`src/rtl/simon_dec_datapath_2ti_pkg.sv`:
```
// Shared constants, state encoding and rotate helper for the two-share
// SIMON-128/128 decryption datapath.
package simon_dec_datapath_2ti_pkg;

  localparam int unsigned WORD     = 64;
  localparam int unsigned ROUNDS   = 68;
  localparam int unsigned LOAD_CYC = 2 * WORD;
  localparam int unsigned RND_CYC  = 2 * ROUNDS;

  // SIMON round-function rotation amounts
  localparam int unsigned ROT_A = 1;
  localparam int unsigned ROT_B = 8;
  localparam int unsigned ROT_C = 2;

  typedef enum logic [1:0] {
    ST_IDLE,
    ST_LOAD,
    ST_ROUND,
    ST_DONE
  } state_e;

  // Left rotate by n (0 < n < WORD)
  function automatic logic [WORD-1:0] rotl(input logic [WORD-1:0] v, input int unsigned n);
    return (v << n) | (v >> (WORD - n));
  endfunction

endpackage

```
`src/rtl/simon_dec_datapath_2ti_if.sv`:
```
// Handshake / data bus of the masked SIMON decryption datapath.
interface simon_dec_datapath_2ti_if;
  import simon_dec_datapath_2ti_pkg::*;

  logic                start;
  logic                data_ina;
  logic                data_inb;
  logic [WORD-1:0]     key_ina;
  logic [WORD-1:0]     key_inb;
  logic [6:0]          round_idx;
  logic                busy;
  logic                plain_valid;
  logic [2*WORD-1:0]   plain_out;
  logic                out_ack;

  modport slave (
    input  start, data_ina, data_inb, key_ina, key_inb, out_ack,
    output round_idx, busy, plain_valid, plain_out
  );

  modport master (
    output start, data_ina, data_inb, key_ina, key_inb, out_ack,
    input  round_idx, busy, plain_valid, plain_out
  );

endinterface

```
`src/rtl/simon_dec_datapath_2ti_share.sv`:
```
// One share of the masked inverse round: X/Y registers, bit-serial load
// and the two-phase round update (own terms, then cross term + key).
module simon_dec_share
  import simon_dec_datapath_2ti_pkg::*;
(
  input  logic            clk,
  input  logic            rst,
  input  logic            load_en_i,
  input  logic            rnd_en_i,
  input  logic            phase_i,
  input  logic            din_i,
  input  logic [WORD-1:0] key_i,
  input  logic [WORD-1:0] X_in,
  output logic [WORD-1:0] X_out,
  output logic [WORD-1:0] y_o
);

  logic [WORD-1:0] x_q, x_d;
  logic [WORD-1:0] y_q, y_d;

  // Next-state: {X,Y} shift on load; phase0 own terms, phase1 cross term and key
  always_comb begin
    x_d = x_q;
    y_d = y_q;
    if (load_en_i) begin
      x_d = {din_i, x_q[WORD-1:1]};
      y_d = {x_q[0], y_q[WORD-1:1]};
    end else if (rnd_en_i) begin
      if (!phase_i) begin
        y_d = x_q ^ rotl(y_q, ROT_C) ^ (rotl(y_q, ROT_B) & rotl(y_q, ROT_A));
        x_d = y_q;
      end else begin
        // x_q now holds the previous Y of this share; pair it with the other share's
        y_d = y_q ^ key_i ^ (rotl(x_q, ROT_A) & rotl(X_in, ROT_B));
      end
    end
  end

  // Share state registers
  always_ff @(posedge clk) begin
    if (rst) begin
      x_q <= '0;
      y_q <= '0;
    end else begin
      x_q <= x_d;
      y_q <= y_d;
    end
  end

  assign X_out = x_q;
  assign y_o   = y_q;

endmodule

```
`src/rtl/simon_dec_datapath_2ti.sv`:
```
// Two-share SIMON-128/128 decryption datapath: sequencing FSM, cycle counter,
// two cross-coupled share slices and the gated unmasking XOR.
module simon_dec_datapath_2ti
  import simon_dec_datapath_2ti_pkg::*;
(
  input  logic                     clk,
  input  logic                     rst,
  simon_dec_datapath_2ti_if.slave  bus
);

  state_e          state_q, state_d;
  logic [7:0]      cnt_q, cnt_d;
  logic            load_en, rnd_en, phase;
  logic [WORD-1:0] xa, xb, ya, yb;

  assign load_en = (state_q == ST_LOAD);
  assign rnd_en  = (state_q == ST_ROUND);
  assign phase   = cnt_q[0];

  // FSM next state and cycle counter
  always_comb begin
    state_d = state_q;
    cnt_d   = cnt_q;
    unique case (state_q)
      ST_IDLE: begin
        if (bus.start) begin
          state_d = ST_LOAD;
          cnt_d   = '0;
        end
      end
      ST_LOAD: begin
        cnt_d = cnt_q + 8'd1;
        if (cnt_q == 8'(LOAD_CYC - 1)) begin
          state_d = ST_ROUND;
          cnt_d   = '0;
        end
      end
      ST_ROUND: begin
        cnt_d = cnt_q + 8'd1;
        if (cnt_q == 8'(RND_CYC - 1)) begin
          state_d = ST_DONE;
          cnt_d   = '0;
        end
      end
      ST_DONE: begin
        if (bus.out_ack) state_d = ST_IDLE;
      end
      default: begin
        state_d = ST_IDLE;
        cnt_d   = '0;
      end
    endcase
  end

  // FSM state and counter registers
  always_ff @(posedge clk) begin
    if (rst) begin
      state_q <= ST_IDLE;
      cnt_q   <= '0;
    end else begin
      state_q <= state_d;
      cnt_q   <= cnt_d;
    end
  end

  simon_dec_share u_share_a (
    .clk       (clk),
    .rst       (rst),
    .load_en_i (load_en),
    .rnd_en_i  (rnd_en),
    .phase_i   (phase),
    .din_i     (bus.data_ina),
    .key_i     (bus.key_ina),
    .X_in      (xb),
    .X_out     (xa),
    .y_o       (ya)
  );

  simon_dec_share u_share_b (
    .clk       (clk),
    .rst       (rst),
    .load_en_i (load_en),
    .rnd_en_i  (rnd_en),
    .phase_i   (phase),
    .din_i     (bus.data_inb),
    .key_i     (bus.key_inb),
    .X_in      (xa),
    .X_out     (xb),
    .y_o       (yb)
  );

  // Status outputs; shares are only combined while DONE
  always_comb begin
    bus.busy        = load_en | rnd_en;
    bus.plain_valid = (state_q == ST_DONE);
    bus.round_idx   = rnd_en ? (7'(ROUNDS - 1) - cnt_q[7:1]) : '0;
    bus.plain_out   = (state_q == ST_DONE) ? {xa ^ xb, ya ^ yb} : '0;
  end

endmodule
```
`src/flat_wrapper.sv`:
```
// flat-port wrapper written by rule: the top's interface ports become plain ports
module simon_dec_datapath_2ti_flat import simon_dec_datapath_2ti_pkg::*;
  (clk, rst, bus_start, bus_data_ina, bus_data_inb, bus_key_ina, bus_key_inb, bus_out_ack, bus_round_idx, bus_busy, bus_plain_valid, bus_plain_out);
  simon_dec_datapath_2ti_if bus_i ();
  input  logic clk;
  input  logic rst;
  input wire logic [$bits(bus_i.start)-1:0] bus_start;
  input wire logic [$bits(bus_i.data_ina)-1:0] bus_data_ina;
  input wire logic [$bits(bus_i.data_inb)-1:0] bus_data_inb;
  input wire logic [$bits(bus_i.key_ina)-1:0] bus_key_ina;
  input wire logic [$bits(bus_i.key_inb)-1:0] bus_key_inb;
  input wire logic [$bits(bus_i.out_ack)-1:0] bus_out_ack;
  output wire logic [$bits(bus_i.round_idx)-1:0] bus_round_idx;
  output wire logic [$bits(bus_i.busy)-1:0] bus_busy;
  output wire logic [$bits(bus_i.plain_valid)-1:0] bus_plain_valid;
  output wire logic [$bits(bus_i.plain_out)-1:0] bus_plain_out;
  assign bus_i.start = bus_start;
  assign bus_i.data_ina = bus_data_ina;
  assign bus_i.data_inb = bus_data_inb;
  assign bus_i.key_ina = bus_key_ina;
  assign bus_i.key_inb = bus_key_inb;
  assign bus_i.out_ack = bus_out_ack;
  assign bus_round_idx = bus_i.round_idx;
  assign bus_busy = bus_i.busy;
  assign bus_plain_valid = bus_i.plain_valid;
  assign bus_plain_out = bus_i.plain_out;
  simon_dec_datapath_2ti u_core (.clk(clk), .rst(rst), .bus(bus_i));
endmodule
```
`config.mk`:
```
export PLATFORM = sky130hd
export DESIGN_NAME = simon_dec_datapath_2ti_flat
export DESIGN_NICKNAME = d
export VERILOG_FILES = /design/src/rtl/simon_dec_datapath_2ti_pkg.sv /design/src/rtl/simon_dec_datapath_2ti_if.sv /design/src/rtl/simon_dec_datapath_2ti_share.sv /design/src/rtl/simon_dec_datapath_2ti.sv /design/src/flat_wrapper.sv
export SDC_FILE = /design/constraint.sdc
export NUM_CORES = 1
export LEC_CHECK = 0
export ABC_CLOCK_PERIOD_IN_PS = 3500
export CAP_MARGIN = 10
export CORE_MARGIN = 3
export CORE_UTILIZATION = 45
export CTS_CLUSTER_DIAMETER = 40
export DETAILED_ROUTE_END_ITERATION = 8
export GPL_TIMING_DRIVEN = 1
export PLACE_DENSITY_LB_ADDON = 0.25
export SKIP_CTS_REPAIR_TIMING = 1
export SLEW_MARGIN = 15
export SYNTH_ARGS = -nofsm -noshare
export SYNTH_HDL_FRONTEND = slang
export SYNTH_SLANG_ARGS = --single-unit
```
`constraint.sdc`:
```
create_clock -name clk -period 3.5 [get_ports clk]
set_input_delay 0.7 -clock clk [delete_from_list [all_inputs] [get_ports clk]]
set_output_delay 0.7 -clock clk [all_outputs]
set_load 0.02 [all_outputs]
```
## Word-level counts from Yosys, hierarchy flattened

Cells that the tools add are included.

- Add/subtract/negate cells: 2
- Eq/ne operators: 10
- Mux-type cells: 23
- Bitwise gates (word level): 25
- Reduce and logical (&&, ||, !) cells: 6

Operators by type and width:

| operator | number |
|---|---|
| 64-bit 2-to-1 mux | 12 |
| 64-bit bitwise XOR | 10 |
| 64-bit AND | 4 |
| 64-bit by 1-bit bitwise OR with 64-bit output | 4 |
| 64-bit by 8-bit bitwise OR with 64-bit output | 4 |
| 128-bit 2-to-1 mux | 1 |
| 64-bit by 2-bit bitwise OR with 64-bit output | 2 |
| 8-bit 2-to-1 mux | 3 |
| 8-bit one-hot mux with 3 select lines | 1 |
| 2-bit != test (second input constant) | 5 |
| 8-bit by 1-bit adder with 8-bit output (second input constant) | 1 |
| 8-bit by 7-bit == test with 1-bit output (second input constant) | 1 |
| 8-bit == test (second input constant) | 1 |
| 2-bit 2-to-1 mux | 4 |
| 2-bit one-hot mux with 4 select lines | 1 |
| 7-bit 2-to-1 mux | 1 |
| 7-bit subtractor (first input constant) | 1 |
| 2-bit == test (second input constant) | 2 |
| 2-bit AND reduction | 2 |
| 4-bit AND reduction | 1 |
| 3-bit nonzero test | 1 |
| 2-bit by 1-bit == test with 1-bit output (second input constant) | 1 |
| 2-bit zero test | 1 |
| 2-bit nonzero test | 1 |
| 1-bit bitwise OR | 1 |

- Bits in registers: 266
- Bits of input ports: 134
- Word-level logic and storage cells: 72

## Logic depth before layout (Yosys ltp)

- Depth in word-level cells: 6
- Gate-level depth with buffers: 10
- Gate-level depth less buffers: 6

## Cells and area by module

From an unflattened synthesis, not the netlist that was laid out.

- Cell total of the unflattened synthesis: 2,550
- Area total of the unflattened synthesis: 21,642.0 um^2

By module, submodules not included:

| module | times used | cells an instance | area each (um^2) | seq. area each (um^2) |
|---|---|---|---|---|
| simon_dec_share | 2 | 1,098 | 9,450.3 | 2,562.5 |
| simon_dec_datapath_2ti | 1 | 354 | 2,741.4 | 200.2 |

## Worst setup path before layout

Ideal clock, no wire load.

- Kind: register -> output
- Start: register u_core.state_q[0]
- End: output bus_plain_out[0]
- Arrival time: 1.758 ns
- Required time: 2.800 ns
- Slack: 1.042 ns
- Stages on the path, launching flop included: 6
- Buffers on the path: 3
- Path through: dfxtp_1 > ha_1 > clkbuf_1 > clkbuf_1 > clkbuf_1 > and2_1

- Cells in the longest elaborated chain, start to end: 2

RTL lines:

| element | line | source |
|---|---|---|
| from (decl) | simon_dec_datapath_2ti.sv:11 | `state_e state_q, state_d;` |
| from (signal assigned) | simon_dec_datapath_2ti.sv:61 | `state_q <= state_d;` |
| 2-bit == test | - |  |
| net bus_plain_valid | flat_wrapper.sv:15 | `output wire logic [$bits(bus_i.plain_valid)-1:0] bus_plain_valid;` |
| 128-bit 2-to-1 mux | simon_dec_datapath_2ti.sv:97 | `bus.plain_out = (state_q == ST_DONE) ? {xa ^ xb, ya ^ yb} : '0;` |
| to (decl) | flat_wrapper.sv:16 | `output wire logic [$bits(bus_i.plain_out)-1:0] bus_plain_out;` |

The timed path passes the listed nets, and every way through them passes these cells.

## Worst setup path after layout

- Start: register u_core.state_q[0]
- End: output bus_plain_out[80]

- Cells in the longest elaborated chain, start to end: 2

RTL lines:

| element | line |
|---|---|
| 2-bit == test | simon_dec_datapath_2ti.sv:97 |
| 128-bit 2-to-1 mux | simon_dec_datapath_2ti.sv:97 |

Every way passes these cells.

==> flow_metrics.tcl <==
set metrics [dict create \
    status "complete, no violations" \
    cts_buffers 51 \
    setup_violations 0 \
    postLayoutCellArea_um2 24900 \
    r2r_end "u_core.u_share_b.X_out[18]" \
    ys_async_sr_fraction 0 \
    dieArea_um2 48300 \
    syn-num-nets 2678 \
    io_buffers 270 \
    synthFlopType "dfxtp_1" \
    fin_skew_ns 0.0193 \
    ctsRootBufferMaster "clkbuf_16" \
    ys_ff_latch 266 \
    worst_pin_slew_ns 0.835 \
    grt_pass1_wl_um 106000 \
    leakage_uw 0.00879 \
    hpwl_um 45500 \
    relSlewSlack 0.443 \
    hold_path_class "primary input to register" \
    postSynthAreaPerCell_um2 8.10 \
    final.min_clock_period_ns 3.34 \
    cts_tree "built" \
    whs_path_depth 2 \
    drive_above_1_share 0.0615 \
    netlist.area_leader.share 0.259 \
    setup_slack_ns 0.159 \
    vias 18200 \
    synth_edf_count 0 \
    path_clk_slew_ns 0.05 \
    hp-start "rst" \
    worstHoldEndpoint "u_core.cnt_q[1]" \
    rsz0062_at_grt "false" \
    drt_pass1_iterations 7 \
    io_pins 271 \
    synth.top_cells.by_count "516 x xnor2_1, 355 x clkbuf_1, 266 x dfxtp_1, 257 x nand2_1, 135 x nor2b_1" \
    ff_latch_area_um2 5330 \
    grt_usage 0.279 \
    ys_types 42 \
    r2r_slack_ns 1.15 \
    syn_to_final_growth_pct 21.0 \
    grt_start_max_net_pins 139 \
    synth_area_leaders "dfxtp_1 26%, xnor2_1 22%, clkbuf_1 6.5%" \
    place_congestion 0.902 \
    worstSetupStartpointType "register" \
    h-tree-depth 2 \
    critPathSlowestCell "clkdlybuf4s50_1" \
    layout.nets 2653 \
    dpl-instance-area_um2 23000 \
    multi_input_area_um2 13700 \
    post-place-ws_ns 0.627 \
    ant_nets 0 \
    viasPerCell 5.77 \
    core_um2 44700 \
    timing.rr.start "u_core.state_q[0]" \
    powerDensity_nw_per_um2 1000 \
    setup_tns_ns 0 \
    insertion_delay_ns 0.59 \
    drc_errors 0 \
    num_rows 77 \
    initial_core_util 0.460 \
    yosys_warnings 0 \
    grt_pass1_vias 17700 \
    slowest_delay_ns 0.61 \
    final-hold-violation-count 0 \
    r2r.worst_path.cells 6 \
    crit_type "register to primary output" \
    grt_remaining_overflow 0 \
    routedWlPerCell_um 22.2 \
    max_cap_viol_count 0 \
    die_w_um 220 \
    worst_hold_slack_ns 0.407 \
    cts_buffer_depth 3 \
    path_cells "ha_4 > buf_12 > and2_1 > clkdlybuf4s50_1" \
    ys_seq_area_frac 0.259 \
    critPathRequiredTime_ns 2.80 \
    cts_num_sinks 266 \
    end_kind "primary output" \
    drt_iter0_markers 1820 \
    fmax_ghz 0.299 \
    nFillCells 4082 \
    wl_um 69900 \
    antenna_found_initial 1 \
    vdd_drop_max_v 0.000584 \
    yosysMostFrequentCell "xnor2_1" \
    synth_top_area_cell "dfxtp_1" \
    insertedDiodeCount 0 \
    timing.final.crit_share 0.955 \
    cp_max_fo 74 \
    syn_area_um2 20600 \
    slew_viol_final 0 \
    dieHeight_um 220 \
    crit_arrival_ns 2.64 \
    synth_cells 2537 \
]
-- metrics by stage --
step           total power (uW)  utilization  std cells
4_1_cts                   24800        0.556       3144
2_1_floorplan             16200            -       2537
5_1_grt                   26400        0.557       3145
3_3_place_gp              19300        0.516       3050
6_report                  25000        0.557       3145
3_5_place_dp              19500        0.516       3050
-- metal layers --
metal	part of all wire	track usage	wire length, um
met1	0.42	0.383	29500
met3	0.089	0.0478	6250
met5	0.00019	0	13
met4	0.030	0.0955	2100
met2	0.46	0.445	32000
-- worst max-delay path, delay by kind of cell, from the launching register on --
kind,cells,cell delay [ns]
buffers and inverters,2,0.89
DFF,1,0.46
adders and majority gates,1,0.44
and+or+nand+nor,1,0.19
-- cell type report --
| class | count | area share |
|---|---|---|
| Clock buffer | 62 | 0.0566 |
| Clock inverter | 32 | 0.0160 |
| Inverter | 7 | 0.00106 |
| Multi-Input combinational cell | 1864 | 0.552 |
| Sequential cell | 266 | 0.214 |
| Tap cell | 592 | 0.0298 |
| Timing Repair Buffer | 322 | 0.130 |
-- placed cells by master, fill, tap and decap left out, types with 3 or more instances in the layout --
master,n
clkinv_4,5
and2_1,133
nand3_1,3
nor2b_4,3
nand2b_1,3
ha_1,5
a221oi_1,128
inv_6,4
inv_1,6
xnor2_1,516
xor2_1,128
clkbuf_1,3
a21oi_1,4
clkinvlp_4,5
a211oi_1,129
clkdlybuf4s50_1,269
clkbuf_16,52
clkinv_2,9
buf_12,12
nor2b_1,132
clkbuf_8,7
dfxtp_1,266
a22o_1,128
buf_4,41
nand2_1,257
mux2i_1,129
o21ai_0,7
nor2_1,131
bufinv_16,7
-- logic make-up after synthesis --
| group | count (synthesis) | share of synthesized area |
|---|---|---|
| xor gates and xnor gates | 644 | 0.274 |
| AOI/OAI and AO/OA | 409 | 0.165 |
| DFF | 266 | 0.259 |
| adders and majority gates | 7 | 0.00426 |
| buffers and inverters | 407 | 0.0760 |
| and+or+nand+nor | 674 | 0.158 |
| muxes | 130 | 0.0635 |
-- registers in the layout, summed over array words and instances, names as in the netlist --
name / cells
u_core.u_share_a.X_out: 64
u_core.cnt_q: 8
u_core.u_share_b.y_o: 64
u_core.u_share_a.y_o: 64
u_core.u_share_b.X_out: 64
u_core.state_q: 2
-- power breakdown --
group | switching [uW] | internal [uW]
logic | 6480 | 6170
clock network | 1800 | 3390
registers | 2950 | 4180
total | 11200 | 13700
-- worst max path at each step --
| stage | depth (start not counted) | start | slack, ns | end |
|---|---|---|---|---|
| final | 4 | u_core.state_q[0] | 0.16 | bus_plain_out[80] |
| after global routing | 4 | u_core.state_q[0] | 0.02 | bus_plain_out[11] |
| after CTS | 4 | u_core.state_q[0] | -0.02 | bus_plain_out[5] |
| after detailed placement | 4 | u_core.state_q[0] | 0.63 | bus_plain_out[5] |
| after global placement | 4 | u_core.state_q[0] | 0.74 | bus_plain_out[80] |
| after floorplan | 5 | u_core.state_q[0] | 1.04 | bus_plain_out[0] |
Note: power is estimated with default switching activity, not from simulation.
==> RTL change 1, RTL diff (same flow settings) <==
`x_q` no longer has a reset.
--- a/src/rtl/simon_dec_datapath_2ti_share.sv
+++ b/src/rtl/simon_dec_datapath_2ti_share.sv
@@ -39,12 +39,14 @@
   // Share state registers
   always_ff @(posedge clk) begin
     if (rst) begin
-      x_q <= '0;
       y_q <= '0;
     end else begin
-      x_q <= x_d;
       y_q <= y_d;
     end
+  end
+
+  always_ff @(posedge clk) begin
+    x_q <= x_d;
   end
 
   assign X_out = x_q;
Function: same outputs for any inputs over 4 cycles, from zero or initial values and one cycle with rst high; that may be too few to reach the edited logic, so the function may still have changed.
==> RTL change 1 against the original RTL <==
Cell area is 1.0% lower; routed wire length is 6.8% lower; synthesized cell count is 17% lower; non-clock buffer count is 20 lower; setup slack better by 0.18 ns; area after synthesis is 3.3% lower; clock power is 4% lower; count of clock-buffer cells in the layout is 4 lower; worst hold slack better by 0.13 ns; sequential cell count stayed put; first-iteration DRC count is 10% lower; clock skew is 0.0010 ns higher; total power is 11% higher.
==> RTL change 1: results (changes against the original RTL) <==
synthesis:
  synth_cell_types: 39  # -7.1%
  yosysWarningCount: 0  # unchanged
  synth.top_cells.by_area: "xnor2_1 (23%), edfxtp_1 (19%), dfxtp_1 (14%), mux2_2 (7.2%), a221oi_1 (5.6%)"
  synthArstFlopShare_pct: 0  # unchanged
  synth_edf_count: 128  # +128
  yosys-top-cells-count: "xnor2_1 (517), nand2_1 (258), clkbuf_1 (218), dfxtp_1 (138), nor2b_1 (135)"
  synthFlopType: "dfxtp_1"
  synth_fp_nets: 2254  # -16%
  yosysSeqAreaShare_pct: 33.2  # +7.3 points
timing:
  worst_pin_slew_ns: 0.807  # -0.0283 ns
  skew_ns: 0.0203  # +0.00101 ns
grt:
  antenna_found_initial: 0  # -1
  grt_util_met1_pct: 37.3  # -1.0 points
  grt_use_met3_pct: 4.12  # -0.66 points
  met2_usage_pct: 42.8  # -1.6 points
  grt_pass1_vias: 16374  # -7.7%
  grt_max_degree: 143  # +2.9%
  grt_first_pass_wirelength_um: 100000  # -5.9%
  track_usage_pct: 27.0  # -0.90 points
clocking:
  clk_pin_slew_ns: 0.05  # about the same
  clkLatencyLatePin_ns: 0.56  # -0.03 ns
  numCtsBuffers: 49  # -3.9%
  clockBufferDepth: 3  # unchanged
  cts-root-buf: "clkbuf_16"
critical_path:
  worstPathMaxFanout: 72  # -2.7%
  arrival_ns: 2.46  # -0.18 ns
  crit_slowest_cell: "clkdlybuf4s50_1"
  cp_slowest_stage_delay_ns: 0.60
finish:
  final_net_count: 2375  # -10%
  layout-drive-gt1-share_pct: 11.5  # +5.4 points
  diodes: 0  # unchanged
  n_fill_cell: 3807  # -6.7%
power:
  power.net_switching_mw: 12.0  # +7.0%
  leakagePower_nw: 8.81  # +0.19%
  ir_worst_vdd_mv: 0.736  # +26%
status:
  status: "complete, no violations"
drt:
  first_pass_iters: 5  # -2
  drt_iter0_drc: 1632  # -10%
  via_per_inst: 5.71  # -1.0%
  drt-wirelength-per-cell_um: 22.8  # +2.5%
worst_hold_path:
  hp-class: "flop to flop"
place:
  numPortBuffers: 270  # unchanged
  hpwlAfterDp_um: 43800  # -3.9%
  gp_congestion: 0.886  # -1.9%
==> RTL change 1: cell count changes after synthesis, moves of 3 or more <==
cell      delta
dfxtp_1    -128
buf_1       -11
edfxtp_1   +128
mux2_2     +128
a211oi_1   -128
nor2_1     -126
nand2b_1     -3
buf_2       -18
mux2i_1    -129
clkbuf_1   -137
==> RTL change 1: final cells by class <==
| cell class | instances | area (um^2) | area share (%) |
|---|---|---|---|
| timing repair buffer | 302 | 3080 | 12.5 |
| multi-input combinational | 1609 | 12400 | 50.5 |
| inverter | 6 | 22.5 | 0.0915 |
| clock inverter | 34 | 387 | 1.57 |
| sequential | 266 | 6610 | 26.8 |
| clock buffer | 58 | 1360 | 5.50 |
| tap | 585 | 732 | 2.97 |
==> RTL change 1: metal layers <==
| metal | part of all wire [%] | vias up |
|---|---|---|
| li1 | - | 7392 |
| met1 | 42 | 7985 |
| met2 | 46 | 817 |
| met3 | 7.9 | 147 |
| met4 | 3.7 | 0 |
| met5 | 0 | - |
==> RTL change 1: kinds of logic after synthesis <==
logic type	synth area share (%)
simple gates	14.0
buf+inv	4.53
xor+xnor	28.4
mux	7.32
flops	33.2
compound gates	12.1
fa+ha+maj	0.440
==> RTL change 1: worst max-delay path, delay by kind of cell, from the launching register on <==
kind / cells / cell delay [ns]
buffers and inverters: 2 / 1.00
adders and majority gates: 1 / 0.17
and+or+nand+nor: 1 / 0.22
DFF: 1 / 0.44
==> RTL change 1: power groups by stage <==
stage,combinational (mW),clock (mW),sequential (mW)
after floorplan,11.8,0,6.54
after global placement,13.1,0,9.22
after detailed placement,13.3,0,9.25
after CTS,13.4,5.05,9.21
after global routing,14.6,5.19,9.50
final,13.4,5.00,9.35
==> RTL change 1: metrics by stage <==
stage	hold WS, ns	cell area, um^2	util [%]	std cells	worst slack, ns
CTS	0.530	24600	56.8	2860	0.301
global route	0.567	24600	56.8	2860	0.158
global placement	0.502	22900	52.8	2768	0.950
detailed placement	0.523	22900	52.8	2768	0.883
finish	0.538	24600	56.8	2860	0.335
floorplan	0.478	19900	-	2113	0.0421
==> RTL change 1: final timing paths <==
path | start | endpoint | slack, ns | depth (start not counted)
setup / recovery | u_core.state_q[0] | bus_plain_out[91] | 0.34 | 4
hold / removal | u_core.cnt_q[1] | u_core.cnt_q[1] | 0.54 | 2
setup reg to reg | u_core.state_q[1] | u_core.u_share_a.X_out[27] | 1.05 | 5
hold reg to reg | u_core.cnt_q[1] | u_core.cnt_q[1] | 0.54 | 2
==> RTL change 2, RTL diff (same settings) <==
Made on the original files. `WORD`: 64 -> 96.
--- a/src/rtl/simon_dec_datapath_2ti_pkg.sv
+++ b/src/rtl/simon_dec_datapath_2ti_pkg.sv
@@ -2,7 +2,7 @@
 // SIMON-128/128 decryption datapath.
 package simon_dec_datapath_2ti_pkg;
 
-  localparam int unsigned WORD     = 64;
+  localparam int unsigned WORD     = 96;
   localparam int unsigned ROUNDS   = 68;
   localparam int unsigned LOAD_CYC = 2 * WORD;
   localparam int unsigned RND_CYC  = 2 * ROUNDS;
Ports: changed (resized bus_key_ina, bus_key_inb and bus_plain_out); port bits go from 271 to 399. The function was not compared with the original's and may differ.
==> RTL change 2 against the original RTL <==
Clock skew is 0.011 ns higher; cell area up 49%; worst hold slack improved by 0.13 ns; sequential share of layout area down 0.16 points; routed wire length up 48%; total power increased by 60%; area after synthesis rose by 48%; sequential cell count up 128; count of clock-buffer cells in the layout up 39; setup slack better by 0.11 ns; combinational power increased by 62%; utilization rose by 0.21 points; critical endpoint is now bus_busy; largest power group unchanged.
==> RTL change 2: results (changes against the original RTL) <==
synthesis:
  synth_area_per_cell_um2: 8.08  # -0.36%
  synth.top_cells.by_area: "dfxtp_1 (26%), xnor2_1 (22%), clkbuf_1 (6.9%), mux2i_1 (6.3%), xor2_1 (5.5%)"
  synth.mux.area_fraction_pct: 6.35  # about the same
  yosysWarningCount: 0  # unchanged
  synth_compound_area_share_pct: 16.4  # -0.12 points
  yosys-top-cells-count: "xnor2_1 (770), clkbuf_1 (561), nand2_1 (395), dfxtp_1 (394), nor2b_1 (200)"
  synth_fp_nets: 3979  # +49%
  yosysSeqAreaShare_pct: 25.9  # about the same
  synth_cell_types: 35  # -17%
  synthXorXnorAreaFrac_pct: 27.7  # +0.24 points
  synthAdderAreaFrac_pct: 0.287  # -0.14 points
grt:
  grt_first_pass_wirelength_um: 158000  # +49%
  track_usage_pct: 28.3  # +0.35 points
  grt_pass1_vias: 25469  # +44%
  grt_max_degree: 141  # +1.4%
  antenna_found_initial: 0  # -1
power:
  power.internal_mw: 22.0  # +60%
  ir_worst_vdd_mv: 0.812  # +39%
  pg_seq_mw: 11.1  # +56%
  leakagePower_nw: 13.2  # +50%
  p_clk_mw: 8.37  # +61%
  power.net_switching_mw: 18.0  # +61%
place:
  placedCellCount: 4514  # +48%
  hpwlAfterDp_um: 68800  # +51%
  dpl_worst_slack_ns: 0.912  # +0.285 ns
  placed_area_um2: 34200  # +48%
  gp_congestion: 0.913  # +1.2%
  numPortBuffers: 398  # +47%
finish:
  final_net_count: 3938  # +48%
  n_fill_cell: 6028  # +48%
  final_cell_area_um2: 37100  # +49%
  layout-drive-gt1-share_pct: 6.31  # +0.16 points
critical_path:
  worstPathMaxFanout: 14  # -81%
  ff2ff_path_depth: 7  # +1
  critPathCapture: "bus_busy"
  r2r_slack_ns: 0.84  # -0.31 ns
  crit_slowest_cell: "clkdlybuf4s50_1"
  cp_slowest_stage_delay_ns: 0.71  # +0.10 ns
  r2r-end: "u_core.u_share_b.X_out[48]"
  arrival_ns: 2.53  # -0.11 ns
timing:
  slew_headroom_pct: 43.4  # -0.93 points
  holdWs_ns: 0.533  # +0.126 ns
  skew_ns: 0.0300  # +0.0107 ns
  max_freq_mhz: 310  # +3.5%
worst_hold_path:
  hold_depth: 2  # unchanged
  min_from: "u_core.cnt_q[1]"
  min_to: "u_core.cnt_q[1]"
  hp-class: "flop to flop"
status:
  status: "complete, no violations"
drt:
  routed-via-count: 26821  # +48%
  wirelength_um: 104000  # +48%
  first_pass_iters: 5  # -2
  drt-wirelength-per-cell_um: 22.2  # about the same
  drt_iter0_drc: 2329  # +28%
clocking:
  h-tree-depth: 3  # +1
  clk_pin_slew_ns: 0.05  # about the same
  clockBufferDepth: 3  # unchanged
  numCtsBuffers: 81  # +59%
  clkLatencyLatePin_ns: 0.62  # +0.03 ns
[RTL change 2: changes by cell type in the layout (fill, tap and decap cells not counted), sizes merged, moves of 63 or more]
cell	change
xnor2	+254
nand2	+138
clkdlybuf4s50	+128
dfxtp	+128
nor2	+66
and2	+65
nor2b	+65
xor2	+65
a211oi	+64
a221oi	+64
a22o	+64
mux2i	+63
[RTL change 2: logic make-up after synthesis]
family | count (synthesis)
and+or+nand+nor | 1006
xor gates and xnor gates | 963
buffers and inverters | 610
AOI/OAI and AO/OA | 601
DFF | 394
muxes | 193
adders and majority gates | 7
[RTL change 2: routing by layer]
metal	GRT usage (%)	vias to the layer above	share of wire (%)
li1	-	12442	-
met5	0	-	0
met1	38.8	12878	43
met3	4.14	236	8.0
met2	44.5	1265	46
met4	11.6	0	3.7
[RTL change 2: area by class of cell]
type	count	area share (%)
clock buffer	101	6.04
clock inverter	50	1.91
inverter	4	0.0405
multi-input combinational	2770	54.8
sequential	394	21.2
tap	864	2.91
timing repair buffer	482	13.1
